$ cat src/rtl/button_reader.sv
// Pushbutton reader: 2-flop synchronizer, four-state debounce FSM, press/release
// pulses and an 8-bit press counter for the board LEDs.
module button_reader #(
  parameter int DEBOUNCE_CYCLES = 120000
) (
  input  logic       clk,
  input  logic       rstn,
  input  logic       BTN,
  input  logic       CLR,
  output logic       LEVEL,
  output logic       PRESS,
  output logic       RELEASE,
  output logic [7:0] COUNT
);

  localparam int CW = $clog2(DEBOUNCE_CYCLES);
  localparam logic [CW-1:0] CNT_LAST = CW'(DEBOUNCE_CYCLES - 1);

  localparam logic [1:0] ST_LOW       = 2'd0;
  localparam logic [1:0] ST_WAIT_HIGH = 2'd1;
  localparam logic [1:0] ST_HIGH      = 2'd2;
  localparam logic [1:0] ST_WAIT_LOW  = 2'd3;

  logic          sync1_q;
  logic          btn_s_q;
  logic [1:0]    state_q, state_d;
  logic [CW-1:0] cnt_q, cnt_d;
  logic          level_q, level_d;
  logic          press_q, press_d;
  logic          release_q, release_d;
  logic [7:0]    count_q, count_d;

  always_comb begin
    state_d = state_q;
    cnt_d   = cnt_q;
    case (state_q)
      ST_LOW: begin
        if (btn_s_q) begin
          state_d = ST_WAIT_HIGH;
          cnt_d   = '0;
        end
      end
      ST_WAIT_HIGH: begin
        if (!btn_s_q) begin
          state_d = ST_LOW;
          cnt_d   = '0;
        end else if (cnt_q == CNT_LAST) begin
          state_d = ST_HIGH;
          cnt_d   = '0;
        end else begin
          cnt_d = cnt_q + CW'(1);
        end
      end
      ST_HIGH: begin
        if (!btn_s_q) begin
          state_d = ST_WAIT_LOW;
          cnt_d   = '0;
        end
      end
      ST_WAIT_LOW: begin
        if (btn_s_q) begin
          state_d = ST_HIGH;
          cnt_d   = '0;
        end else if (cnt_q == CNT_LAST) begin
          state_d = ST_LOW;
          cnt_d   = '0;
        end else begin
          cnt_d = cnt_q + CW'(1);
        end
      end
      default: begin
        state_d = ST_LOW;
        cnt_d   = '0;
      end
    endcase
  end

  // Outputs are registered from the next state so they line up with the state flop.
  always_comb begin
    press_d   = (state_q == ST_WAIT_HIGH) && (state_d == ST_HIGH);
    release_d = (state_q == ST_WAIT_LOW) && (state_d == ST_LOW);
    level_d   = (state_d == ST_HIGH) || (state_d == ST_WAIT_LOW);
    if (CLR)
      count_d = 8'd0;
    else if (press_d)
      count_d = count_q + 8'd1;
    else
      count_d = count_q;
  end

  always_ff @(posedge clk or negedge rstn) begin
    if (!rstn) begin
      sync1_q   <= 1'b0;
      btn_s_q   <= 1'b0;
      state_q   <= ST_LOW;
      cnt_q     <= '0;
      level_q   <= 1'b0;
      press_q   <= 1'b0;
      release_q <= 1'b0;
      count_q   <= 8'd0;
    end else begin
      sync1_q   <= BTN;
      btn_s_q   <= sync1_q;
      state_q   <= state_d;
      cnt_q     <= cnt_d;
      level_q   <= level_d;
      press_q   <= press_d;
      release_q <= release_d;
      count_q   <= count_d;
    end
  end

  assign LEVEL   = level_q;
  assign PRESS   = press_q;
  assign RELEASE = release_q;
  assign COUNT   = count_q;

endmodule
$ cat config.mk
export PLATFORM = sky130hd
export DESIGN_NAME = button_reader
export DESIGN_NICKNAME = d
export VERILOG_FILES = /design/src/rtl/button_reader.sv
export SDC_FILE = /design/constraint.sdc
export NUM_CORES = 1
export LEC_CHECK = 0
export BUFFER_PORTS_ARGS = -buffer_cell sky130_fd_sc_hd__buf_2
export CORE_UTILIZATION = 55
export CTS_BUF_LIST = sky130_fd_sc_hd__clkbuf_8
export CTS_CLUSTER_DIAMETER = 40
export DETAILED_ROUTE_END_ITERATION = 8
export GPL_TIMING_DRIVEN = 0
export PLACE_DENSITY = 0.75
export SLEW_MARGIN = 40
export SYNTH_ARGS = -nofsm -noshare
export SYNTH_HDL_FRONTEND = slang
export SYNTH_SLANG_ARGS = --single-unit
$ cat constraint.sdc
create_clock -name clk -period 5.15 [get_ports clk]
set_input_delay 0.7725 -clock clk [delete_from_list [all_inputs] [get_ports clk]]
set_output_delay 0.7725 -clock clk [all_outputs]
set_load 0.03 [all_outputs]
==> impl_metrics.py, run 1 <==
metrics = {
    "sta": {
        "finalSetupViolations": 0,
        "fin_crit_sh_pct": 39.81,
        "fin_setup_tns_ns": 0,
        "rsz0062_at_grt": "false",
        "relSlewSlack_pct": 54.56,
        "min_period_ns": 2.050,
        "fin_skew_ns": 0.001106,
        "drv_slew": 0,
        "whs_ns": 0.3558,
        "fmax_mhz": 487.7,
        "tightest_slew_ns": 0.6815,
        "hold_viol": 0,
    },
    "setup_path": {
        "critical_path.max_stage_delay_ns": 0.39,
        "worstSetupStartpointType": "flop",
        "critPathBufInv": 0,
        "crit_path_end_kind": "flop",
        "path_max_fanout": 8,
        "cp.arrival_ns": 2.22,
        "critical-path-top-delay-family": "simple AND/OR/NAND/NOR gates",
        "worstSetupPathType": "reg2reg",
        "crit_required_ns": 5.32,
        "cp_cell_sequence": "ha_1 -> and3_1 -> nand4_1 -> nor4_1 -> nand2_1 -> mux2_2",
        "slowest_stage": "dfrtp_1",
    },
    "synth": {
        "ys_warn_count": 0,
        "synthCells": 168,
        "netlist_area_sq_um": 1609,
        "synth.avg_cell_area_sq_um": 9.578,
        "ys_types": 38,
        "yosys-top-cells-area": "dfrtp_1 50%, nand2_1 4.2%, nand3_1 4.0%",
        "ys_ff_latch": 32,
        "synth.most_common_cell": "dfrtp_1",
        "synth_ff_type": "dfrtp_1",
        "synth_top_area_share_pct": 49.77,
        "synth_edf_count": 0,
        "syn_nets": 174,
        "ys_seq_area_share_pct": 49.77,
        "yosysTopAreaCell": "dfrtp_1",
        "ys_top_cells_by_count": "32 x dfrtp_1, 18 x nand2_1, 16 x nor2_1",
        "async_flop_share_pct": 100.0,
    },
    "die": {
        "dieArea_sq_um": 3146,
        "coreArea_sq_um": 2758,
        "rows": 19,
        "ios": 15,
        "die_w_microns": 56.09,
        "fp.dieH_microns": 56.09,
        "initial_core_util_pct": 58.35,
    },
    "pwr": {
        "p_leak_uw": 0.0008446,
        "worst_ir_drop_vdd_mv": 0.2623,
        "cellPowerDensity_nw_per_um2": 280.2,
    },
    "route": {
        "vias_per_cell": 5.941,
        "drc": 0,
        "vias": 1307,
        "wl_per_cell_microns": 15.02,
        "wl_microns": 3304,
        "drt-initial-drc-count": 61,
        "postRouteAntennaNets": 0,
        "firstDrtPassIters": 5,
    },
    "clock_tree": {
        "clock-sinks": 32,
        "ctsHoldBuffers": 0,
        "cts_tree": "built",
        "cts.path.max_buffers": 2,
        "clkSlewWorstSetupHoldPaths_ns": 0.06,
        "clk_latency_ns": 0.28,
        "h-tree-depth": 2,
        "ctsResizeCount": 0,
        "cts_inserted_buffers": 5,
        "post_cts_buffers": 0,
        "cts_root_buf": "clkbuf_8",
    },
    "cells_and_area": {
        "layout.nets": 194,
        "antenna_cells": 0,
        "drive_above_1_share_pct": 14.29,
        "syn_to_final_growth_pct": 13.37,
        "multi_input_area_sq_um": 777.0,
        "regArea_sq_um": 800.8,
        "final.fill_count": 222,
    },
    "placement": {
        "place_hpwl_microns": 2313,
        "numPortBuffers": 13,
        "finalWeightedCongestion": 0.8159,
    },
    "min_path": {
        "hp-class": "reg2reg",
    },
    "global_routing": {
        "grt_pass1_wl_microns": 5658,
        "grt_start_max_net_pins": 33,
        "grt_pass1_vias": 1315,
        "antenna_found_initial": 0,
        "gr-total-overflow": 0,
        "track_usage_pct": 23.62,
    },
    "status": {
        "outcome": "finished clean",
    },
    "flow_run": {
        "max_cap_viol_count": 0,
    },
}
[layout by cell type (no fill, tap or decap), drive strengths merged, types with 3 or more instances in the layout]
cell	instances
a21oi	7
and2	3
and3	8
buf	15
clkbuf	7
dfrtp	32
inv	4
nand2	18
nand3	13
nand4	6
nor2	16
nor3	6
nor4	5
o21ai	9
or3	4
xnor2	6
xor2	4
[per-stage QoR]
step / std cells / power, uW / setup WS, ns / utilization, % / instance area, sq um
6_report: 220 / 511.1 / 3.100 / 66.15 / 1824
3_3_place_gp: 212 / 280.5 / 3.136 / 62.11 / 1713
5_1_grt: 220 / 529.7 / 2.933 / 66.15 / 1824
4_1_cts: 220 / 516.7 / 3.107 / 66.15 / 1824
2_1_floorplan: 168 / 271.3 / 3.374 / - / 1609
3_5_place_dp: 212 / 281.3 / 3.135 / 62.11 / 1713
[area by class of cell]
| type | instances | share of cell area [%] |
|---|---|---|
| clock inverter | 3 | 2.332 |
| buffer | 4 | 0.8916 |
| clock buffer | 5 | 3.772 |
| timing repair buffer | 13 | 3.567 |
| inverter | 4 | 0.8230 |
| multi-input combinational | 128 | 42.59 |
| sequential | 32 | 43.90 |
| tap | 31 | 2.126 |
[final timing paths]
check | end | startpoint | depth (start not counted) | slack [ns]
min reg2reg | btn_s_q | sync1_q | 0 | 0.36
min | btn_s_q | sync1_q | 0 | 0.36
max | LEVEL | cnt_q[1] | 6 | 3.10
max in group asynchronous | LEVEL | rstn | 1 | 4.19
max reg2reg | LEVEL | cnt_q[1] | 6 | 3.10
min in group asynchronous | cnt_q[11] | rstn | 1 | 0.53
[layer usage]
| metal | GRT usage [%] | share of wire, % |
|---|---|---|
| met1 | 30.92 | 47 |
| met3 | 6.279 | 4.6 |
| met2 | 36.05 | 48 |
| met5 | 0 | 0 |
| met4 | 12.20 | 1.2 |
[cell families (layout without fill, tap and decap cells)]
family          Yosys count  after routing  share of synthesized area, %
flops                    32             32                         49.77
mux                       4              4                         2.644
compound gates           26             26                         10.34
simple gates             86             86                         28.31
buf+inv                   8             29                         1.943
xor+xnor                 10             10                         5.443
fa+ha+maj                 2              2                         1.555
[flip-flops by register name, indices dropped and copies added (netlist names)]
signal and count:
state_q 2, btn_s_q 1, RELEASE 1, cnt_q 17
LEVEL 1, PRESS 1, sync1_q 1, COUNT 8
[power breakdown]
group	leakage (uW)	switching [uW]	internal (uW)
Combinational	0.000352	14.8	5.07
Sequential	0.000439	2.70	254
Clock	0.0000541	91.7	143
[worst reg2reg max path, cell delays in order (launching register included)]
cell and delay [ns]:
dfrtp_1 0.39, ha_1 0.23, and3_1 0.22, nand4_1 0.30, nor4_1 0.32, nand2_1 0.18
mux2_2 0.30
Note: power is estimated with default switching activity, not from simulation.
==> run 2: changes to the inputs <==
==> constraint.sdc (replaced) <==
create_clock -name clk -period 1.99 [get_ports clk]
set_input_delay 0.2985 -clock clk [delete_from_list [all_inputs] [get_ports clk]]
set_output_delay 0.2985 -clock clk [all_outputs]
set_load 0.03 [all_outputs]
==> run 2 against run 1 <==
  * Worst setup slack worse by 3.0 ns
  * Total power rose to 2.6 times the previous value
  * Die area stayed put
  * Clock power rose to 2.6 times the previous value
  * Critical path type unchanged
  * Largest cell class unchanged
  * Largest power group unchanged
  * Highest routed layer unchanged
==> impl_metrics.py, run 2 (synthesis gave the netlist of run 1 again) <==
metrics = {
    "min_path": {
        "hp-class": "in2async",
    },
    "route": {
        "postRouteAntennaNets": 0,
        "wl_microns": 3391,
        "vias_per_cell": 5.991,
        "drt-initial-drc-count": 38,
        "wl_per_cell_microns": 15.14,
        "vias": 1342,
        "firstDrtPassIters": 4,
        "drc": 0,
    },
    "cells_and_area": {
        "layoutNonFillerInstCount": 224,
        "largest_reg_flops": 17,
        "final.fill_count": 215,
        "drive_above_1_share_pct": 19.69,
        "layout.nets": 198,
        "layout_commonest_cell": "dfrtp_1",
        "regMostFlops": "cnt_q",
        "antenna_cells": 0,
        "final_cell_mix": "30 x dfrtp_1, 17 x nand2_1, 15 x nor2_1",
        "syn_to_final_growth_pct": 17.19,
        "regArea_sq_um": 803.3,
        "multi_input_area_sq_um": 803.3,
        "design_area_sq_um": 1886,
    },
    "die": {
        "initial_core_util_pct": 58.35,
        "coreArea_sq_um": 2758,
        "rows": 19,
        "dieArea_sq_um": 3146,
        "die_w_microns": 56.09,
        "ios": 15,
        "fp.dieH_microns": 56.09,
    },
    "sta": {
        "hold_viol": 0,
        "min_period_ns": 1.934,
        "whs_ns": 0.05095,
        "fin_setup_tns_ns": 0,
        "finalSetupViolations": 0,
        "fin_crit_sh_pct": 97.18,
        "relSlewSlack_pct": 54.45,
        "fin_skew_ns": 0.002934,
        "drv_slew": 0,
        "fmax_mhz": 517.1,
        "tightest_slew_ns": 0.6833,
    },
    "clock_tree": {
        "cts.path.max_buffers": 2,
        "cts_root_buf": "clkbuf_8",
        "h-tree-depth": 2,
        "clk_latency_ns": 0.28,
        "clock-sinks": 32,
        "cts_tree": "built",
        "cts_inserted_buffers": 5,
        "clkSlewWorstSetupHoldPaths_ns": 0.07,
    },
    "pwr": {
        "p_sw_uw": 287.7,
        "pwr-share-seq_pct": 49.9,
        "intPower_uw": 1044,
        "p_leak_uw": 0.0008592,
        "p_sw_share_pct": 21.60,
        "cellPowerDensity_nw_per_um2": 706.3,
        "worst_ir_drop_vdd_mv": 0.6804,
        "clkPwrFrac_pct": 45.8,
        "p_comb_share_pct": 4.3,
        "total_power_uw": 1332,
    },
    "setup_path": {
        "path_max_fanout": 10,
        "cp.arrival_ns": 2.10,
        "critical_path.max_stage_delay_ns": 0.55,
        "critical-path-top-delay-family": "simple AND/OR/NAND/NOR gates",
        "crit_required_ns": 2.16,
        "rrSetupSlack_ns": 0.06,
        "cp_cell_sequence": "or4_4 -> nor3_4 -> a21oi_4 -> buf_4 -> a32oi_1 -> nand2_1",
        "critPathBufInv": 1,
        "slowest_stage": "or4_4",
        "worstSetupPathType": "reg2reg",
        "crit_path_end_kind": "flop",
        "worstSetupStartpointType": "flop",
    },
    "global_routing": {
        "grt_start_max_net_pins": 33,
        "grt_pass1_vias": 1325,
        "antenna_found_initial": 0,
        "track_usage_pct": 23.77,
        "gr-total-overflow": 0,
        "grt_pass1_wl_microns": 5692,
    },
    "status": {
        "outcome": "finished clean",
    },
    "placement": {
        "place_hpwl_microns": 2313,
        "numPortBuffers": 13,
        "dp_cells": 212,
        "placed_cell_area_sq_um": 1713,
        "finalWeightedCongestion": 0.8159,
    },
    "flow_run": {
        "max_cap_viol_count": 0,
    },
}
==> run 2: worst reg2reg max path, stage by stage, from the launching register on <==
cell and delay [ns]:
dfrtp_2 0.44, or4_4 0.55, nor3_4 0.25, a21oi_4 0.13, buf_4 0.20, a32oi_1 0.18
nand2_1 0.07
==> run 2: per-layer routing <==
| metal | up-vias | wire length (microns) | GRT usage [%] |
|---|---|---|---|
| met4 | 0 | 53 | 12.89 |
| met3 | 7 | 158 | 6.744 |
| met5 | - | 0 | 0 |
| li1 | 657 | - | - |
| met1 | 646 | 1552 | 30.62 |
| met2 | 32 | 1627 | 36.22 |
==> run 2: area by class of cell <==
type	instances	area share, %
multi-input combinational	128	42.60
clock inverter	3	2.256
inverter	4	0.7963
clock buffer	5	3.650
tap	31	2.057
buffer	4	0.9954
timing repair buffer	17	5.043
sequential	32	42.60
==> run 2: metrics by stage <==
step	setup WS (ns)	utilization (%)
CTS	0.007538	66.38
global route	-0.02527	68.38
finish	0.05616	68.38
floorplan	0.2141	-
detailed placement	-0.02545	62.11
global placement	-0.02412	62.11
==> run 2: repair_timing <==
action                     in CTS  in global routing
resized for setup               1                  9
cloned                          0                  0
setup endpoints to repair       3                 20
buffers inserted                0                  4
pin swaps                       1                  2
hold endpoints to repair        0                  0
hold buffers                    0                  0
==> run 2: power groups by stage <==
stage | sequential [uW] | clock, uW | combinational, uW
floorplan | 674 | 0 | 27.5
global placement | 675 | 0 | 50.5
detailed placement | 676 | 0 | 52.2
CTS | 664 | 621 | 52.4
global route | 665 | 645 | 64.7
finish | 664 | 610 | 57.1
==> run 2: path summary, 6_finish.rpt <==
| path | to | start | depth (start not counted) |
|---|---|---|---|
| hold reg to reg | btn_s_q | sync1_q | 0 |
| max in group asynchronous | cnt_q[8] | rstn | 1 |
| setup reg to reg | cnt_q[16] | cnt_q[6] | 6 |
| min in group clk | sync1_q | BTN | 1 |
| setup / recovery | cnt_q[16] | cnt_q[6] | 6 |
| hold / removal | cnt_q[11] | rstn | 1 |
